[src/rtl/vcve2_vec_alu_seq.sv]
// Sequential vector ALU: processes one 32-bit beat per cycle over a VLEN-bit operand, tail-undisturbed.
// Optional multiplier (op 9) enabled by defining VCVE2_VEC_MUL_EN.
module vcve2_vec_alu_seq #(
  parameter int VLEN = 128
) (
  input  logic                           clk_i,
  input  logic                           rst_i,
  input  logic                           valid_i,
  output logic                           ready_o,
  input  logic [3:0]                     op_i,
  input  logic [2:0]                     vsew_i,
  input  logic                           vx_sel_i,
  input  logic [$clog2(VLEN/8):0]        vl_i,
  input  logic [VLEN-1:0]                vs1_i,
  input  logic [VLEN-1:0]                vs2_i,
  input  logic [VLEN-1:0]                vd_old_i,
  input  logic [31:0]                    rs1_i,
  input  logic                           kill_i,
  output logic                           valid_o,
  input  logic                           ready_i,
  output logic [VLEN-1:0]                result_o,
  output logic                           illegal_o,
  output logic                           busy_o
);

  localparam int NBEATS = VLEN / 32;
  localparam int BW     = (NBEATS > 1) ? $clog2(NBEATS) : 1;
  localparam int VLW    = $clog2(VLEN/8) + 1;

  localparam logic [1:0] S_IDLE = 2'd0;
  localparam logic [1:0] S_BUSY = 2'd1;
  localparam logic [1:0] S_DONE = 2'd2;

  logic [1:0]      state;
  logic [BW-1:0]   beat;
  logic [3:0]      op_r;
  logic [1:0]      sew_r;
  logic [VLW-1:0]  vl_r;
  logic [VLEN-1:0] vs1_r, vs2_r, vd_r;
  logic [VLEN-1:0] result_r;
  logic            illegal_r;

  logic            illegal_req;
  logic [VLEN-1:0] vs1_sel;
  logic [VLW-1:0]  nelem;
  logic [VLW-1:0]  vl_clamp;

  always_comb begin
    illegal_req = (op_i > 4'd9) || (vsew_i > 3'd2);
`ifndef VCVE2_VEC_MUL_EN
    if (op_i == 4'd9) illegal_req = 1'b1;
`endif
  end

  always_comb begin
    vs1_sel = vs1_i;
    if (vx_sel_i) begin
      case (vsew_i)
        3'd0:    vs1_sel = {(VLEN/8){rs1_i[7:0]}};
        3'd1:    vs1_sel = {(VLEN/16){rs1_i[15:0]}};
        default: vs1_sel = {NBEATS{rs1_i}};
      endcase
    end
  end

  // vl is clamped once at capture so the beat logic only needs one compare
  assign nelem    = VLW'(VLEN/8) >> vsew_i[1:0];
  assign vl_clamp = (vl_i > nelem) ? nelem : vl_i;

  function automatic logic [31:0] elem_op(input logic [3:0] op, input logic [31:0] a,
                                          input logic [31:0] b, input logic [1:0] sew);
    logic signed [31:0] sa, sb;
    logic [31:0]        r;
    case (sew)
      2'd0:    begin sa = {{24{a[7]}},  a[7:0]};  sb = {{24{b[7]}},  b[7:0]};  end
      2'd1:    begin sa = {{16{a[15]}}, a[15:0]}; sb = {{16{b[15]}}, b[15:0]}; end
      default: begin sa = a;                      sb = b;                      end
    endcase
    case (op)
      4'd0:    r = a + b;
      4'd1:    r = a - b;
      4'd2:    r = a & b;
      4'd3:    r = a | b;
      4'd4:    r = a ^ b;
      4'd5:    r = (a < b) ? a : b;
      4'd6:    r = (sa < sb) ? a : b;
      4'd7:    r = (a > b) ? a : b;
      4'd8:    r = (sa > sb) ? a : b;
`ifdef VCVE2_VEC_MUL_EN
      4'd9:    r = a * b;
`endif
      default: r = '0;
    endcase
    return r;
  endfunction

  logic [31:0]    a_w, b_w, d_w, beat_res, tmp;
  logic [VLW-1:0] idx;

  assign a_w = vs2_r[32*beat +: 32];
  assign b_w = vs1_r[32*beat +: 32];
  assign d_w = vd_r[32*beat +: 32];

  // operands are zero-extended into elem_op; only the low SEW bits are kept
  always_comb begin
    beat_res = d_w;
    tmp      = '0;
    idx      = '0;
    case (sew_r)
      2'd0: begin
        for (int k = 0; k < 4; k++) begin
          idx = (VLW'(beat) << 2) + VLW'(k);
          tmp = elem_op(op_r, {24'd0, a_w[8*k +: 8]}, {24'd0, b_w[8*k +: 8]}, 2'd0);
          if (idx < vl_r) beat_res[8*k +: 8] = tmp[7:0];
        end
      end
      2'd1: begin
        for (int k = 0; k < 2; k++) begin
          idx = (VLW'(beat) << 1) + VLW'(k);
          tmp = elem_op(op_r, {16'd0, a_w[16*k +: 16]}, {16'd0, b_w[16*k +: 16]}, 2'd1);
          if (idx < vl_r) beat_res[16*k +: 16] = tmp[15:0];
        end
      end
      default: begin
        idx = VLW'(beat);
        tmp = elem_op(op_r, a_w, b_w, 2'd2);
        if (idx < vl_r) beat_res = tmp;
      end
    endcase
  end

  always_ff @(posedge clk_i) begin
    if (rst_i) begin
      state     <= S_IDLE;
      beat      <= '0;
      result_r  <= '0;
      illegal_r <= 1'b0;
    end else begin
      case (state)
        S_IDLE: begin
          if (valid_i) begin
            op_r      <= op_i;
            sew_r     <= vsew_i[1:0];
            vl_r      <= vl_clamp;
            vs1_r     <= vs1_sel;
            vs2_r     <= vs2_i;
            vd_r      <= vd_old_i;
            result_r  <= vd_old_i;
            illegal_r <= illegal_req;
            beat      <= '0;
            state     <= illegal_req ? S_DONE : S_BUSY;
          end
        end
        S_BUSY: begin
          if (kill_i) begin
            state <= S_IDLE;
            beat  <= '0;
          end else begin
            result_r[32*beat +: 32] <= beat_res;
            if (beat == BW'(NBEATS-1)) begin
              beat  <= '0;
              state <= S_DONE;
            end else begin
              beat <= beat + 1'b1;
            end
          end
        end
        S_DONE: begin
          if (kill_i || ready_i) state <= S_IDLE;
        end
        default: state <= S_IDLE;
      endcase
    end
  end

  assign ready_o   = (state == S_IDLE);
  assign busy_o    = (state != S_IDLE);
  assign valid_o   = (state == S_DONE);
  assign result_o  = result_r;
  assign illegal_o = illegal_r;

endmodule

[config.mk]
export PLATFORM = sky130hd
export DESIGN_NAME = vcve2_vec_alu_seq
export DESIGN_NICKNAME = d
export VERILOG_FILES = /design/src/rtl/vcve2_vec_alu_seq.sv
export SDC_FILE = /design/constraint.sdc
export NUM_CORES = 1
export LEC_CHECK = 0
export BUFFER_PORTS_ARGS = -buffer_cell sky130_fd_sc_hd__buf_2
export CELL_PAD_IN_SITES_DETAIL_PLACEMENT = 0
export CELL_PAD_IN_SITES_GLOBAL_PLACEMENT = 1
export CORE_MARGIN = 4
export CORE_UTILIZATION = 48
export DETAILED_ROUTE_END_ITERATION = 6
export PLACE_DENSITY = 0.89
export SETUP_SLACK_MARGIN = 0.15
export SLEW_MARGIN = 20
export SYNTH_ARGS = -nofsm -noshare
export SYNTH_HDL_FRONTEND = slang
export SYNTH_SLANG_ARGS = --single-unit
[constraint.sdc]
create_clock -name clk_i -period 44.7 [get_ports clk_i]
set_clock_uncertainty 0.15 [all_clocks]
set_input_delay 6.705 -clock clk_i [delete_from_list [all_inputs] [get_ports clk_i]]
set_output_delay 6.705 -clock clk_i [all_outputs]
set_load 0.05 [all_outputs]
# After elaboration in Yosys (flattened, before gate mapping)
# Index checks and enable logic that the tools add are counted.
# word_totals
elab_cells	203
reg_bits	528
in_bits	434
out_inout_bits	132
# op_classes
shift	6
muxes	75
n_eq_ne	18
add_sub_neg	20
magnitude_cmp	38
n_bitwise	22
n_reduce_logical	14
# op_table
operator	count
$mux W32	19
$pmux W128 S2	2
$mux W128	3
$shiftx A128 B8 Y32	3
$pmux W16 S9	2
$pmux W32 S9	1
$pmux W8 S9	4
$gt A32 B32 Y1	8
$lt A32 B32 Y1	8
$mux W16	10
$mux W8	20
$bwmux W128	1
$shift A32 B34 Y128 const A	1
$shiftx A32 B34 Y128	1
$pmux W32 S2	1
$neg A7 Y34	1
$add A16 B16 Y16	2
$add A32 B32 Y32	1
$add A8 B8 Y8	4
$and A16 B16 Y16	2
$and A32 B32 Y32	1
$and A8 B8 Y8	4
$gt A16 B16 Y1	2
$gt A8 B8 Y1	4
other kinds (47)	88

# Depth between registers and ports, before layout
# logic_depth
ltp_word	12
mapped_depth	22
ltp_nobuf	16

# Worst setup path after synthesis
# Ideal clock, no wire load.
# synth_timing
kind	input to register
startpoint	input port rst_i
endpoint	register op_r[0], enable pin
path_stages	3
n_path_buf	2
setup_ns	1.163
arrival_time_ns	23.482
path_slack_ns	19.905
t_required_ns	43.387
cell_sequence	clkbuf_1 -> clkbuf_1 -> nor2_1
# synth_between
elab_chain_cells	2
# synth_rtl
item	line_no	rtl
start, declared	7	input logic rst_i,
$not A1 Y1 (no source line)	n/a	
$reduce_and A3 Y1 (no source line)	n/a	
end signal, assigned	142	op_r <= op_i;
end, declared	36	logic [3:0] op_r;
# Every way passes these cells.
# A chain may end at the register's enable or synchronous reset.

# Worst setup path after layout
# layout_timing
startpoint	input port rst_i
endpoint	register vs2_r[60], enable pin
# layout_between
elab_chain_cells	2
# layout_rtl
item	line_no	rtl
$not A1 Y1 (no source line)	n/a	
$reduce_and A3 Y1 (no source line)	n/a	
end signal, assigned	146	vs2_r <= vs2_i;
end, declared	39	logic [VLEN-1:0] vs1_r, vs2_r, vd_r;
# Every way passes these cells.

==> results by group <==
Outcome
  • Run status: complete, no violations

Clock tree
  • CTS-repair resized insts: 0
  • H-Tree Depth: 2
  • CTS tree: yes
  • Post-CTS setup repair buffer count: 0
  • Sink Count: between 500 and 600
  • Clk slew on worst S/H paths: ~0.06 ns
  • Root Driver: clkbuf_16
  • Hold-fix buffer count after cts: 0
  • Max Buffers Root-to-Sink: 3
  • Clock Latency Late Sink: ~0.63 ns
  • Number of CTS-inserted buffers: 56

STA
  • Setup TNS: 0 ns
  • Endpoints failing setup: 0
  • Period utilization: 0.243
  • Hold Fails Final Rpt: 0
  • Max_slew headroom: 0.141
  • Slew @ Worst Pin: between 1 and 1.5 ns
  • Minimum clock period: about 11 ns
  • Final Max Slew Viols: 0
  • Max Freq: just over 90 MHz
  • Worst hold margin: roughly 0.34 ns
  • RSZ-0062 raised after global routing: false

Floorplan
  • Starting Density: 0.485
  • Core area: 68,700 µm²
  • Die height: 271 µm
  • Row Count: 96
  • Die width: about 270 µm
  • Die ar.: roughly 74,000 µm²
  • IO Count: roughly 570

Yosys
  • Synth Cell Area: around 33,000 µm²
  • Ys flop type: edfxtp_1
  • Ys async rst share: 0
  • EDFF count, synth: approximately 400
  • Syn Inst Count: 3,379
  • Register area share after synthesis: 0.436
  • Avg Cell Area, Syn: about 10 µm²
  • Post-synthesis register bit count: about 530
  • YS warnings: 0
  • Library cells used by synthesis: 99
  • Synthesized Nets: 3,941

Cells and area
  • Finished Core Util: 0.568
  • Nets: ~4,400
  • Finished Layout Cells: roughly 4,800
  • Filler cell count: roughly 6,000
  • P&R area growth vs syn: 17.2%
  • Area of the multi-input gates: around 17,000 µm²
  • Commonest non-fill, non-tap cell in the layout: buf_2
  • Register area: between 10,000 and 15,000 µm²
  • Final instance area: between 30,000 and 40,000 µm²
  • Commonest non-fill, non-tap cells in the layout: buf_2 (563), edfxtp_1 (395), nor2_1 (277), o21ai_0 (273), nand2_1 (243)
  • Layout cells sized above 1: 0.237

Power
  • Peak supply drop: about 0.04 mV
  • Pwr Density: about 36 nW/µm²
  • Leak: between 15 and 20 nW

Drt
  • Vias: between 30,000 and 40,000
  • Wirelength per Cell: between 30 and 40 µm
  • Total wire length: 153,000 µm
  • Number of routed nets with antenna violations: 0
  • Vias per std cell: between 6 and 7
  • Initial DRT Pass Iterations: 6
  • 1st-iter DRT viols: 5,109
  • # DRC: 0

Worst setup path
  • Crit path kind: primary input to flip-flop
  • Crit Path Max Fanout: 90
  • WP data arrival: ~11 ns
  • Data required time of the worst path: 44.81 ns
  • CP endpoint kind: flip-flop
  • Crit path launch type: primary input

Global route
  • Vias in the first global route: 30,413
  • First-pass GRT wire length: roughly 220,000 µm
  • Largest net degree at the start of global routing: around 120
  • Antenna violations before repair: 36
  • Gr usage total: 0.398
  • Congestion Overflow GR: 0

Placement
  • DP Cell Count: 4,711
  • DP Wirelength: approximately 120,000 µm
  • IO buf count: between 500 and 600
  • Post-DP Area: 37,000 µm²
  • Gpl congestion: 1.01

Hold path
  • Hold crit path type: flip-flop to flip-flop

Run
  • Max Cap Violations: 0
-- power by group --
group | switching, mW | internal [mW]
Sequential | 0.0143 | 0.562
Clock | 0.206 | 0.294
Combinational | 0.247 | 0.0993
Total | 0.467 | 0.955
-- Yosys cell counts (all sizes together), types with 16 or more instances --
master | n | area (µm²)
a221oi | 92 | 823
edfxtp | 395 | 11900
or3 | 26 | 163
nand4 | 23 | 144
ha | 120 | 1500
nand2b | 16 | 100
a21o | 19 | 143
mux2i | 42 | 420
a211oi | 112 | 866
nor2 | 288 | 1100
o22ai | 22 | 138
a31oi | 44 | 275
a21oi | 217 | 1090
nand2 | 245 | 925
dfxtp | 133 | 2660
o31ai | 29 | 223
o221ai | 19 | 166
a22oi | 21 | 158
nor2b | 29 | 181
inv | 208 | 781
nand3 | 53 | 270
a32oi | 30 | 263
or2 | 21 | 134
nor4 | 28 | 233
nor3 | 110 | 566
a221o | 23 | 230
mux4 | 92 | 2070
o21ai | 288 | 1450
a211o | 19 | 166
buf | 56 | 270
clkbuf | 184 | 693
o211ai | 50 | 380
o21a | 55 | 413
xnor2 | 29 | 254
-- cell type report --
type                            instances  share of cell area
Antenna cell                           24             0.00154
Timing Repair Buffer                  641              0.0873
Multi-Input combinational cell       2400               0.438
Tap cell                              931              0.0299
Inverter                              211              0.0203
Clock inverter                         33              0.0115
Clock buffer                           70              0.0389
Sequential cell                       528               0.372
-- per-stage QoR --
step	power [mW]	worst slack, ns
after global placement	0.916	33.07
after CTS	1.41	33.62
after global routing	1.46	33.52
after floorplan	0.801	19.91
final	1.42	33.83
after detailed placement	0.917	32.94
-- worst paths after layout --
path         slack (ns)            to  cells past startpoint   startpoint
min                0.34   result_o[2]                      2  result_o[2]
max reg2reg       35.82  result_o[44]                     16      beat[0]
max               33.83     vs2_r[60]                      6        rst_i
min reg2reg        0.34   result_o[2]                      2  result_o[2]
-- state kept, by name (all words and copies together), names as in the netlist --
name and count:
vs1_r 128, beat 2, vl_r 5, vs2_r 128
vd_r 128, op_r 4, illegal_o 1, sew_r 2
result_o 128, state 2
-- metal layers --
| metal | GRT usage | part of all wire | vias up |
|---|---|---|---|
| met5 | 0 | 0.00057 | - |
| met4 | 0.227 | 0.072 | 14 |
| met3 | 0.124 | 0.13 | 535 |
| met2 | 0.602 | 0.43 | 2577 |
| met1 | 0.506 | 0.36 | 15764 |
| li1 | - | - | 13962 |
-- cells by family after synthesis --
| group | Yosys count | share of synthesized area |
|---|---|---|
| AOI/OAI and AO/OA | 1184 | 0.243 |
| xor gates and xnor gates | 36 | 0.00947 |
| adders and majority gates | 128 | 0.0499 |
| buffers and inverters | 451 | 0.0527 |
| DFF | 528 | 0.436 |
| muxes | 149 | 0.0799 |
| and+or+nand+nor | 903 | 0.129 |
-- worst max-delay path: stages --
cell	delay (ns)
buf_4	0.26
nor2_4	0.44
buf_4	0.83
buf_4	0.88
buf_4	0.94
buf_6	0.71
(Power assumes the default switching activity.)
